==> src/rtl/cache_control_if.sv <==
// ============================================================================
//  Module      : cache_control_if
//  Description : Signal bundle between the two-way cache controller and its
//                CPU port, way/LRU arrays, datapath and physical memory.
//                master = controller side, slave = datapath / environment side.
//  Revision    : 1.0 - initial release
// ============================================================================
`default_nettype none

interface cache_control_if #(
    parameter int CNT_W = 16
);
    // CPU request / response
    logic             mem_read;
    logic             mem_write;
    logic             mem_resp;

    // Tag compare and line state for the current index
    logic             hit0;
    logic             hit1;
    logic             valid0;
    logic             valid1;
    logic             dirty0;
    logic             dirty1;
    logic             lru_way;

    // LRU update controls
    logic             set_one_hit;
    logic             set_two_hit;
    logic             load_lru;

    // Way array write enables
    logic             load_data0;
    logic             load_data1;
    logic             load_tag0;
    logic             load_tag1;
    logic             set_dirty0;
    logic             set_dirty1;
    logic             clear_dirty0;
    logic             clear_dirty1;

    // Datapath steering
    logic             data_sel;
    logic             way_sel;
    logic             pmem_addr_sel;

    // Physical memory handshake
    logic             pmem_read;
    logic             pmem_write;
    logic             pmem_resp;

    // Performance counters
    logic [CNT_W-1:0] miss_count;
    logic [CNT_W-1:0] wb_count;

    modport master (
        input  mem_read, mem_write, hit0, hit1, valid0, valid1, dirty0, dirty1,
               lru_way, pmem_resp,
        output mem_resp, set_one_hit, set_two_hit, load_lru,
               load_data0, load_data1, load_tag0, load_tag1,
               set_dirty0, set_dirty1, clear_dirty0, clear_dirty1,
               data_sel, way_sel, pmem_addr_sel, pmem_read, pmem_write,
               miss_count, wb_count
    );

    modport slave (
        output mem_read, mem_write, hit0, hit1, valid0, valid1, dirty0, dirty1,
               lru_way, pmem_resp,
        input  mem_resp, set_one_hit, set_two_hit, load_lru,
               load_data0, load_data1, load_tag0, load_tag1,
               set_dirty0, set_dirty1, clear_dirty0, clear_dirty1,
               data_sel, way_sel, pmem_addr_sel, pmem_read, pmem_write,
               miss_count, wb_count
    );
endinterface

`default_nettype wire

==> src/rtl/cache_control.sv <==
// ============================================================================
//  Module      : cache_control
//  Description : Control FSM for a two-way set-associative write-back cache.
//                Hits complete in the request cycle; misses optionally write
//                back the dirty LRU victim, then fetch the line into that
//                victim way, after which the held request hits in IDLE.
//                Saturating miss / writeback counters are provided.
//  Revision    : 1.0 - initial release
// ============================================================================
`default_nettype none

module cache_control #(
    parameter int CNT_W = 16
) (
    input  wire logic     clk,
    input  wire logic     reset,
    cache_control_if.master bus
);

    typedef enum logic [1:0] {
        ST_IDLE      = 2'd0,
        ST_WRITEBACK = 2'd1,
        ST_ALLOCATE  = 2'd2
    } state_t;

    localparam logic [CNT_W-1:0] c_CNT_MAX = {CNT_W{1'b1}};
    localparam logic [CNT_W-1:0] c_CNT_ONE = {{(CNT_W-1){1'b0}}, 1'b1};

    state_t           r_state;
    logic             r_victim;
    logic [CNT_W-1:0] r_miss_count;
    logic [CNT_W-1:0] r_wb_count;

    logic w_req;
    logic w_wr;
    logic w_hit;
    logic w_hit_way;
    logic w_lru_dirty;

    logic w_mem_resp;
    logic w_set_one_hit;
    logic w_set_two_hit;
    logic w_load_lru;
    logic w_load_data0;
    logic w_load_data1;
    logic w_load_tag0;
    logic w_load_tag1;
    logic w_set_dirty0;
    logic w_set_dirty1;
    logic w_clear_dirty0;
    logic w_clear_dirty1;
    logic w_data_sel;
    logic w_way_sel;
    logic w_pmem_addr_sel;
    logic w_pmem_read;
    logic w_pmem_write;

    // A simultaneous read+write is serviced as a write; a double hit is way0.
    assign w_req     = bus.mem_read | bus.mem_write;
    assign w_wr      = bus.mem_write;
    assign w_hit     = bus.hit0 | bus.hit1;
    assign w_hit_way = ~bus.hit0 & bus.hit1;

    // Writeback is only needed when the live LRU victim holds modified data.
    assign w_lru_dirty = bus.lru_way ? (bus.valid1 & bus.dirty1)
                                     : (bus.valid0 & bus.dirty0);

    // State, latched victim way and saturating performance counters.
    always_ff @(posedge clk) begin
        if (reset) begin
            r_state      <= ST_IDLE;
            r_victim     <= 1'b0;
            r_miss_count <= '0;
            r_wb_count   <= '0;
        end else begin
            case (r_state)
                ST_IDLE: begin
                    if (w_req && !w_hit) begin
                        r_victim <= bus.lru_way;
                        if (r_miss_count != c_CNT_MAX) begin
                            r_miss_count <= r_miss_count + c_CNT_ONE;
                        end
                        r_state <= w_lru_dirty ? ST_WRITEBACK : ST_ALLOCATE;
                    end
                end
                ST_WRITEBACK: begin
                    if (bus.pmem_resp) begin
                        if (r_wb_count != c_CNT_MAX) begin
                            r_wb_count <= r_wb_count + c_CNT_ONE;
                        end
                        r_state <= ST_ALLOCATE;
                    end
                end
                ST_ALLOCATE: begin
                    if (bus.pmem_resp) begin
                        r_state <= ST_IDLE;
                    end
                end
                default: begin
                    r_state <= ST_IDLE;
                end
            endcase
        end
    end

    // Control outputs decoded from state and live inputs; everything idles low.
    always_comb begin
        w_mem_resp      = 1'b0;
        w_set_one_hit   = 1'b0;
        w_set_two_hit   = 1'b0;
        w_load_lru      = 1'b0;
        w_load_data0    = 1'b0;
        w_load_data1    = 1'b0;
        w_load_tag0     = 1'b0;
        w_load_tag1     = 1'b0;
        w_set_dirty0    = 1'b0;
        w_set_dirty1    = 1'b0;
        w_clear_dirty0  = 1'b0;
        w_clear_dirty1  = 1'b0;
        w_data_sel      = 1'b0;
        w_way_sel       = 1'b0;
        w_pmem_addr_sel = 1'b0;
        w_pmem_read     = 1'b0;
        w_pmem_write    = 1'b0;

        case (r_state)
            ST_IDLE: begin
                if (w_req && w_hit) begin
                    w_mem_resp    = 1'b1;
                    w_load_lru    = 1'b1;
                    w_set_one_hit = ~w_hit_way;
                    w_set_two_hit = w_hit_way;
                    w_way_sel     = w_hit_way;
                    if (w_wr) begin
                        // CPU merge data goes into the hitting way.
                        w_data_sel   = 1'b0;
                        w_load_data0 = ~w_hit_way;
                        w_load_data1 = w_hit_way;
                        w_set_dirty0 = ~w_hit_way;
                        w_set_dirty1 = w_hit_way;
                    end
                end
            end
            ST_WRITEBACK: begin
                // Victim tag/index addresses memory, victim way supplies data.
                w_pmem_write    = 1'b1;
                w_pmem_addr_sel = 1'b1;
                w_way_sel       = r_victim;
            end
            ST_ALLOCATE: begin
                w_pmem_read     = 1'b1;
                w_pmem_addr_sel = 1'b0;
                if (bus.pmem_resp) begin
                    // Fill the latched victim way with the fetched line, clean.
                    w_data_sel     = 1'b1;
                    w_load_data0   = ~r_victim;
                    w_load_data1   = r_victim;
                    w_load_tag0    = ~r_victim;
                    w_load_tag1    = r_victim;
                    w_clear_dirty0 = ~r_victim;
                    w_clear_dirty1 = r_victim;
                end
            end
            default: begin
                w_mem_resp = 1'b0;
            end
        endcase
    end

    assign bus.mem_resp      = w_mem_resp;
    assign bus.set_one_hit   = w_set_one_hit;
    assign bus.set_two_hit   = w_set_two_hit;
    assign bus.load_lru      = w_load_lru;
    assign bus.load_data0    = w_load_data0;
    assign bus.load_data1    = w_load_data1;
    assign bus.load_tag0     = w_load_tag0;
    assign bus.load_tag1     = w_load_tag1;
    assign bus.set_dirty0    = w_set_dirty0;
    assign bus.set_dirty1    = w_set_dirty1;
    assign bus.clear_dirty0  = w_clear_dirty0;
    assign bus.clear_dirty1  = w_clear_dirty1;
    assign bus.data_sel      = w_data_sel;
    assign bus.way_sel       = w_way_sel;
    assign bus.pmem_addr_sel = w_pmem_addr_sel;
    assign bus.pmem_read     = w_pmem_read;
    assign bus.pmem_write    = w_pmem_write;
    assign bus.miss_count    = r_miss_count;
    assign bus.wb_count      = r_wb_count;

endmodule

`default_nettype wire

==> src/flat_wrapper.sv <==
// flat-port wrapper written by rule: the top's interface ports become plain ports
module cache_control_flat 
#(
    parameter int CNT_W = 16
)
  (clk, reset, bus_mem_read, bus_mem_write, bus_hit0, bus_hit1, bus_valid0, bus_valid1, bus_dirty0, bus_dirty1, bus_lru_way, bus_pmem_resp, bus_mem_resp, bus_set_one_hit, bus_set_two_hit, bus_load_lru, bus_load_data0, bus_load_data1, bus_load_tag0, bus_load_tag1, bus_set_dirty0, bus_set_dirty1, bus_clear_dirty0, bus_clear_dirty1, bus_data_sel, bus_way_sel, bus_pmem_addr_sel, bus_pmem_read, bus_pmem_write, bus_miss_count, bus_wb_count);
  cache_control_if #(.CNT_W(CNT_W)) bus_i ();
  input  wire logic clk;
  input  wire logic reset;
  input wire logic [$bits(bus_i.mem_read)-1:0] bus_mem_read;
  input wire logic [$bits(bus_i.mem_write)-1:0] bus_mem_write;
  input wire logic [$bits(bus_i.hit0)-1:0] bus_hit0;
  input wire logic [$bits(bus_i.hit1)-1:0] bus_hit1;
  input wire logic [$bits(bus_i.valid0)-1:0] bus_valid0;
  input wire logic [$bits(bus_i.valid1)-1:0] bus_valid1;
  input wire logic [$bits(bus_i.dirty0)-1:0] bus_dirty0;
  input wire logic [$bits(bus_i.dirty1)-1:0] bus_dirty1;
  input wire logic [$bits(bus_i.lru_way)-1:0] bus_lru_way;
  input wire logic [$bits(bus_i.pmem_resp)-1:0] bus_pmem_resp;
  output wire logic [$bits(bus_i.mem_resp)-1:0] bus_mem_resp;
  output wire logic [$bits(bus_i.set_one_hit)-1:0] bus_set_one_hit;
  output wire logic [$bits(bus_i.set_two_hit)-1:0] bus_set_two_hit;
  output wire logic [$bits(bus_i.load_lru)-1:0] bus_load_lru;
  output wire logic [$bits(bus_i.load_data0)-1:0] bus_load_data0;
  output wire logic [$bits(bus_i.load_data1)-1:0] bus_load_data1;
  output wire logic [$bits(bus_i.load_tag0)-1:0] bus_load_tag0;
  output wire logic [$bits(bus_i.load_tag1)-1:0] bus_load_tag1;
  output wire logic [$bits(bus_i.set_dirty0)-1:0] bus_set_dirty0;
  output wire logic [$bits(bus_i.set_dirty1)-1:0] bus_set_dirty1;
  output wire logic [$bits(bus_i.clear_dirty0)-1:0] bus_clear_dirty0;
  output wire logic [$bits(bus_i.clear_dirty1)-1:0] bus_clear_dirty1;
  output wire logic [$bits(bus_i.data_sel)-1:0] bus_data_sel;
  output wire logic [$bits(bus_i.way_sel)-1:0] bus_way_sel;
  output wire logic [$bits(bus_i.pmem_addr_sel)-1:0] bus_pmem_addr_sel;
  output wire logic [$bits(bus_i.pmem_read)-1:0] bus_pmem_read;
  output wire logic [$bits(bus_i.pmem_write)-1:0] bus_pmem_write;
  output wire logic [$bits(bus_i.miss_count)-1:0] bus_miss_count;
  output wire logic [$bits(bus_i.wb_count)-1:0] bus_wb_count;
  assign bus_i.mem_read = bus_mem_read;
  assign bus_i.mem_write = bus_mem_write;
  assign bus_i.hit0 = bus_hit0;
  assign bus_i.hit1 = bus_hit1;
  assign bus_i.valid0 = bus_valid0;
  assign bus_i.valid1 = bus_valid1;
  assign bus_i.dirty0 = bus_dirty0;
  assign bus_i.dirty1 = bus_dirty1;
  assign bus_i.lru_way = bus_lru_way;
  assign bus_i.pmem_resp = bus_pmem_resp;
  assign bus_mem_resp = bus_i.mem_resp;
  assign bus_set_one_hit = bus_i.set_one_hit;
  assign bus_set_two_hit = bus_i.set_two_hit;
  assign bus_load_lru = bus_i.load_lru;
  assign bus_load_data0 = bus_i.load_data0;
  assign bus_load_data1 = bus_i.load_data1;
  assign bus_load_tag0 = bus_i.load_tag0;
  assign bus_load_tag1 = bus_i.load_tag1;
  assign bus_set_dirty0 = bus_i.set_dirty0;
  assign bus_set_dirty1 = bus_i.set_dirty1;
  assign bus_clear_dirty0 = bus_i.clear_dirty0;
  assign bus_clear_dirty1 = bus_i.clear_dirty1;
  assign bus_data_sel = bus_i.data_sel;
  assign bus_way_sel = bus_i.way_sel;
  assign bus_pmem_addr_sel = bus_i.pmem_addr_sel;
  assign bus_pmem_read = bus_i.pmem_read;
  assign bus_pmem_write = bus_i.pmem_write;
  assign bus_miss_count = bus_i.miss_count;
  assign bus_wb_count = bus_i.wb_count;
  cache_control #(.CNT_W(CNT_W)) u_core (.clk(clk), .reset(reset), .bus(bus_i));
endmodule
==> config.mk <==
export PLATFORM = sky130hd
export DESIGN_NAME = cache_control_flat
export DESIGN_NICKNAME = d
export VERILOG_FILES = /design/src/rtl/cache_control_if.sv /design/src/rtl/cache_control.sv /design/src/flat_wrapper.sv
export SDC_FILE = /design/constraint.sdc
export NUM_CORES = 1
export LEC_CHECK = 0
export CAP_MARGIN = 20
export CORE_ASPECT_RATIO = 2
export CORE_MARGIN = 2
export CORE_UTILIZATION = 50
export DETAILED_ROUTE_END_ITERATION = 8
export GPL_TIMING_DRIVEN = 0
export PLACE_DENSITY = 0.85
export SLEW_MARGIN = 20
export SYNTH_ARGS = -nofsm -noshare
export SYNTH_HDL_FRONTEND = slang
export SYNTH_SLANG_ARGS = --single-unit
==> constraint.sdc <==
create_clock -name clk -period 3.25 [get_ports clk]
set_input_delay 0.4875 -clock clk [delete_from_list [all_inputs] [get_ports clk]]
set_output_delay 0.4875 -clock clk [all_outputs]
set_load 0.02 [all_outputs]
==> flow_summary.toml, run 1 <==
[worst_setup_path]
arrival_ns = 2.16
crit_type = "in2out"
worst_ep_required_time_ns = 2.76
end_kind = "output pin"
critPathLaunchType = "primary input"
critical_path.max_fanout = 7

[power]
seqPwrFrac_pct = 51.6
p_sw_share_pct = 25.53
leakagePower_uw = 0.0009274
clockPowerShare_pct = 36.7
p_per_area_nw_per_um2 = 311.8
ir_drop_uv = 414.2
comb_power_share_pct = 11.7
p_switching_uw = 215.2
power.internal_uw = 627.9

[cts]
cts.sink_count = 35
ctsHoldBuffers = 0
numCtsBuffers = 5
clk_path_buf_depth = 2
cts_setup_buffers = 0
cts_resized = 0
cts_tree = "built"
clk_latency_ns = 0.29
h-tree-depth = 2
root_buffer = "clkbuf_8"
clkSlewWorstSetupHoldPaths_ns = 0.07

[synthesis]
synth_enable_flop_cells = 0
synth_common_cells = "35 x dfxtp_1, 23 x a21oi_1, 22 x nor2_1"
synth_top_flop_cell = "dfxtp_1"
synth.area.top_cells = "dfxtp_1 36%, a21oi_1 5.9%, nor2_1 4.2%, o31ai_1 3.8%, or4_1 3.8%"
synthesis.nets = 250
ys_seq_area_share_pct = 35.78
yosys_warnings = 0
netlist_area_um2 = 1958
yosysUniqueCellTypes = 44
synth.top_cell.area_share_pct = 35.78
syn_avg_cell_area_um2 = 8.297
post-synth-top-area-cell = "dfxtp_1"
ys_seq_elements = 35
synth.most_common_cell = "dfxtp_1"
synthCells = 236
synth_async_sr_flop_share_pct = 0

[timing]
fin_skew_ns = 0.007423
fmax_mhz = 377.7
hold_violations = 0
timing.final.crit_share_pct = 81.47
setup_violations = 0
worstMarginPinSlew_ns = 0.5650
rsz0062_at_grt = "false"
min_period_ns = 2.648
slew_headroom_pct = 62.17
hold_slack_ns = 0.5162
finalSetupTns_ns = 0
drv_slew = 0

[floorplan]
die_area_um2 = 4463
chipWidth_um = 48.25
fp.dieH_um = 92.50
io_pins = 61
rows = 32
initial_core_util_pct = 51.48
fp.coreArea_um2 = 3804

[detailed_routing]
avgRoutedWirePerCell_um = 14.81
antenna_left = 0
vias_per_cell = 5.851
vias = 2077
wirelength_um = 5256
drc = 0
dr.pass1.iters = 4
drtIter0Drc = 41

[run_status]
status = "complete, no violations"

[grt]
grt_start_max_net_pins = 11
grt_use_total_pct = 25.49
antenna_found_initial = 0
grt_pass1_vias = 2019
overflow = 0
grt_pass1_wl_um = 8369

[place]
portBuffers = 60
place.gp.congestion = 0.9137
hpwl_um = 4078

[hold_path]
hold_class = "reg2reg"

[layout]
antennaDiodeCount = 0
fin_nets = 317
areaGrowthSynthToFinish_pct = 38.08
drive_above_1_share_pct = 9.868

[run]
cap_violations = 0
## through the flow
step / utilization (%) / total power, µW / std cells / instance area (µm²) / setup WS [ns]
6_report: 71.09 / 843.1 / 355 / 2704 / 0.6021
5_1_grt: 71.09 / 875.6 / 355 / 2704 / 0.5600
4_1_cts: 71.09 / 848.5 / 355 / 2704 / 0.6178
3_5_place_dp: 68.95 / 543.3 / 347 / 2623 / 0.6214
3_3_place_gp: 68.95 / 542.8 / 347 / 2623 / 0.6218
2_1_floorplan: - / 494.0 / 236 / 1958 / 1.289
## flip-flops by register name, summed over array words and instances (netlist names)
signal	flops
u_core.r_state	2
u_core.bus.miss_count	16
u_core.r_victim	1
u_core.bus.wb_count	16
## layout by cell type (no fill, tap or decap), drive strengths merged, types with 2 or more instances in the layout
cell,count
clkdlybuf4s50,60
dfxtp,35
a21oi,23
nor2,22
nand2,16
nand3,13
o21ai,12
or4,11
nor2b,10
nand4,10
o31ai,10
buf,10
clkbuf,10
or3,9
nor4,9
mux2,7
inv,5
and3,3
and4,3
o41ai,3
or2,2
nand2b,2
nand3b,2
o311ai,2
ha,2
## metal layers
layer | routed length [µm] | vias up | track usage [%]
met1 | 1808 | 960 | 23.05
li1 | - | 1031 | -
met5 | 0 | - | 0
met4 | 237 | 0 | 15.99
met3 | 200 | 22 | 4.288
met2 | 3011 | 64 | 46.05
## worst paths after layout
kind                                   end  slack [ns]  depth (start not counted)                startpoint
setup / recovery            bus_load_data1        0.60                          4             bus_pmem_resp
hold / removal     u_core.bus.wb_count[15]        0.52                          2   u_core.bus.wb_count[15]
setup reg to reg  u_core.bus.miss_count[7]        1.20                          6  u_core.bus.miss_count[0]
hold reg to reg    u_core.bus.wb_count[15]        0.52                          2   u_core.bus.wb_count[15]
## critical path, cell delays in order
cell             delay (ns)
clkdlybuf4s50_1        0.56
and3_1                 0.27
or2_2                  0.29
clkdlybuf4s50_1        0.55
## power groups by stage
stage	registers, µW	logic, µW	clock network [µW]
2_1_floorplan	445	48.6	0
3_3_place_gp	445	98.3	0
3_5_place_dp	444	98.9	0
4_1_cts	435	99.2	315
5_1_grt	435	108	333
6_report	435	98.9	310
## cells by family after synthesis
logic type,count (synthesis),synth area share (%)
fa+ha+maj,2,1.278
mux,8,4.728
buf+inv,18,4.984
compound gates,58,18.40
flops,35,35.78
simple gates,115,34.82
## layout make-up
| type | instances | area (µm²) |
|---|---|---|
| plain buffers | 13 | 78.83 |
| clock buffers | 7 | 76.32 |
| clock inverters | 1 | 5.005 |
| fillers | 314 | 1100 |
| inverters | 5 | 18.77 |
| multi-input cells | 183 | 1160 |
| flip-flops and latches | 35 | 700.7 |
| well taps | 51 | 63.81 |
| repair buffers | 60 | 600.6 |
No activity file was read; power rests on OpenSTA's default activity.
==> run 2, diff against run 1 <==
Settings changed: CORE_UTILIZATION 50 to 42, PLACE_DENSITY 0.85 to 0.76.
Clock period 3.25 ns to 2.4 ns, I/O delays scaled along.
==> flow_summary.toml, run 2 (synthesized netlist as in run 1, its figures left out) <==
[worst_setup_path]
worst_ep_required_time_ns = 2.04
critPathLaunchType = "primary input"
end_kind = "output pin"
critical_path.max_fanout = 4
worst-path-buf-inv = 2
crit_top_cell = "clkdlybuf4s50_1"
critPathTopFamily = "buffers and inverters"
max_stage_delay_ns = 0.61
cp_cell_sequence = "clkdlybuf4s50_1, o21ai_0, nor2_1, a21o_1, clkdlybuf4s50_1"
arrival_ns = 1.93
crit_type = "in2out"
slowest_stage = "clkdlybuf4s50_1"

[cts]
cts.sink_count = 35
clkSlewWorstSetupHoldPaths_ns = 0.07
cts_setup_buffers = 0
clk_path_buf_depth = 2
numCtsBuffers = 5
clk_latency_ns = 0.29
cts_tree = "built"
ctsHoldBuffers = 0
root_buffer = "clkbuf_8"
h-tree-depth = 2

[power]
p_per_area_nw_per_um2 = 439.5
leakagePower_uw = 0.0009459
ir_drop_uv = 332.0
power.total_uw = 1201

[floorplan]
rows = 35
initial_core_util_pct = 42.99
die_area_um2 = 5257
fp.coreArea_um2 = 4554
fp.dieH_um = 100.6
chipWidth_um = 52.28
io_pins = 61

[detailed_routing]
antenna_left = 0
avgRoutedWirePerCell_um = 15.59
vias_per_cell = 5.852
drc = 0
vias = 2101
dr.pass1.iters = 4
drtIter0Drc = 45
wirelength_um = 5596

[grt]
overflow = 0
grt_use_total_pct = 22.28
grt_start_max_net_pins = 11
grt_pass1_wl_um = 8976
antenna_found_initial = 0
grt_pass1_vias = 2053

[timing]
rsz0062_at_grt = "false"
fin_skew_ns = 0.006673
slew_headroom_pct = 61.14
hold_violations = 0
timing.final.crit_share_pct = 95.49
setup_violations = 0
drv_slew = 0
finalWorstSetupSlack_ns = 0.1081
min_period_ns = 2.292
fmax_mhz = 436.3
worstMarginPinSlew_ns = 0.5804

[place]
dp_cells = 351
hpwl_um = 4236
portBuffers = 60
preCtsSetupSlack_ns = -0.08053
place.gp.congestion = 0.8037

[run_status]
status = "complete, no violations"

[layout]
layout_commonest_cell = "clkdlybuf4s50_1"
drive_above_1_share_pct = 10.53
fin_nets = 317
finalNonFillerCells = 359
antennaDiodeCount = 0
areaGrowthSynthToFinish_pct = 39.55
final_util_pct = 60.00
final_cell_mix = "59 x clkdlybuf4s50_1, 35 x dfxtp_1, 23 x a21oi_1, 22 x nor2_1, 16 x nand2_1"

[run]
cap_violations = 0

[hold_path]
hold_class = "reg2reg"
-- run 2: power by group --
group	internal, µW	switching [µW]
logic	62.3	72.0
clock network	262	215
registers	584	4.77
total	909	292
-- run 2: what timing repair did --
| item | in CTS | in global routing |
|---|---|---|
| resized for setup | 0 | 2 |
| hold endpoints to repair | 0 | 0 |
| setup endpoints to repair | 0 | 3 |
-- run 2: layout make-up --
type	instances	area (µm²)
clock buffers	8	100.1
repair buffers	60	603.1
plain buffers	13	78.83
inverters	5	18.77
well taps	55	68.82
flip-flops and latches	35	700.7
fillers	439	1822
multi-input cells	183	1162
-- run 2: worst register-to-register path: stages, from the launching register on --
cell and delay, ns:
dfxtp_1 0.44, ha_1 0.23, nand4_1 0.26, nor4_4 0.57, buf_6 0.22, nor4_2 0.06
mux2_4 0.29
-- run 2: worst paths after layout --
kind / slack, ns / cells past startpoint / start / endpoint
worst max register to register: 0.23 / 6 / u_core.bus.miss_count[0] / u_core.bus.miss_count[7]
worst min-delay path: 0.50 / 2 / u_core.bus.wb_count[15] / u_core.bus.wb_count[15]
worst max-delay path: 0.11 / 5 / bus_mem_write / bus_way_sel
worst min register to register: 0.50 / 2 / u_core.bus.wb_count[15] / u_core.bus.wb_count[15]
-- run 2: per-stage QoR --
stage                     hold slack (ns)  area (µm²)  setup TNS [ns]
after floorplan                    0.5072        1958               0
after global placement             0.4840        2628         -0.7040
after detailed placement           0.4873        2628         -0.6436
after CTS                          0.4995        2728               0
after global routing               0.5614        2733               0
final                              0.4967        2733               0
-- run 2: per-layer routing --
| metal | track usage, % | wire (µm) | vias up |
|---|---|---|---|
| met3 | 4.154 | 231 | 22 |
| met2 | 41.35 | 3134 | 73 |
| met5 | 0 | 0 | - |
| met4 | 13.61 | 247 | 0 |
| met1 | 21.16 | 1983 | 980 |
| li1 | - | - | 1026 |
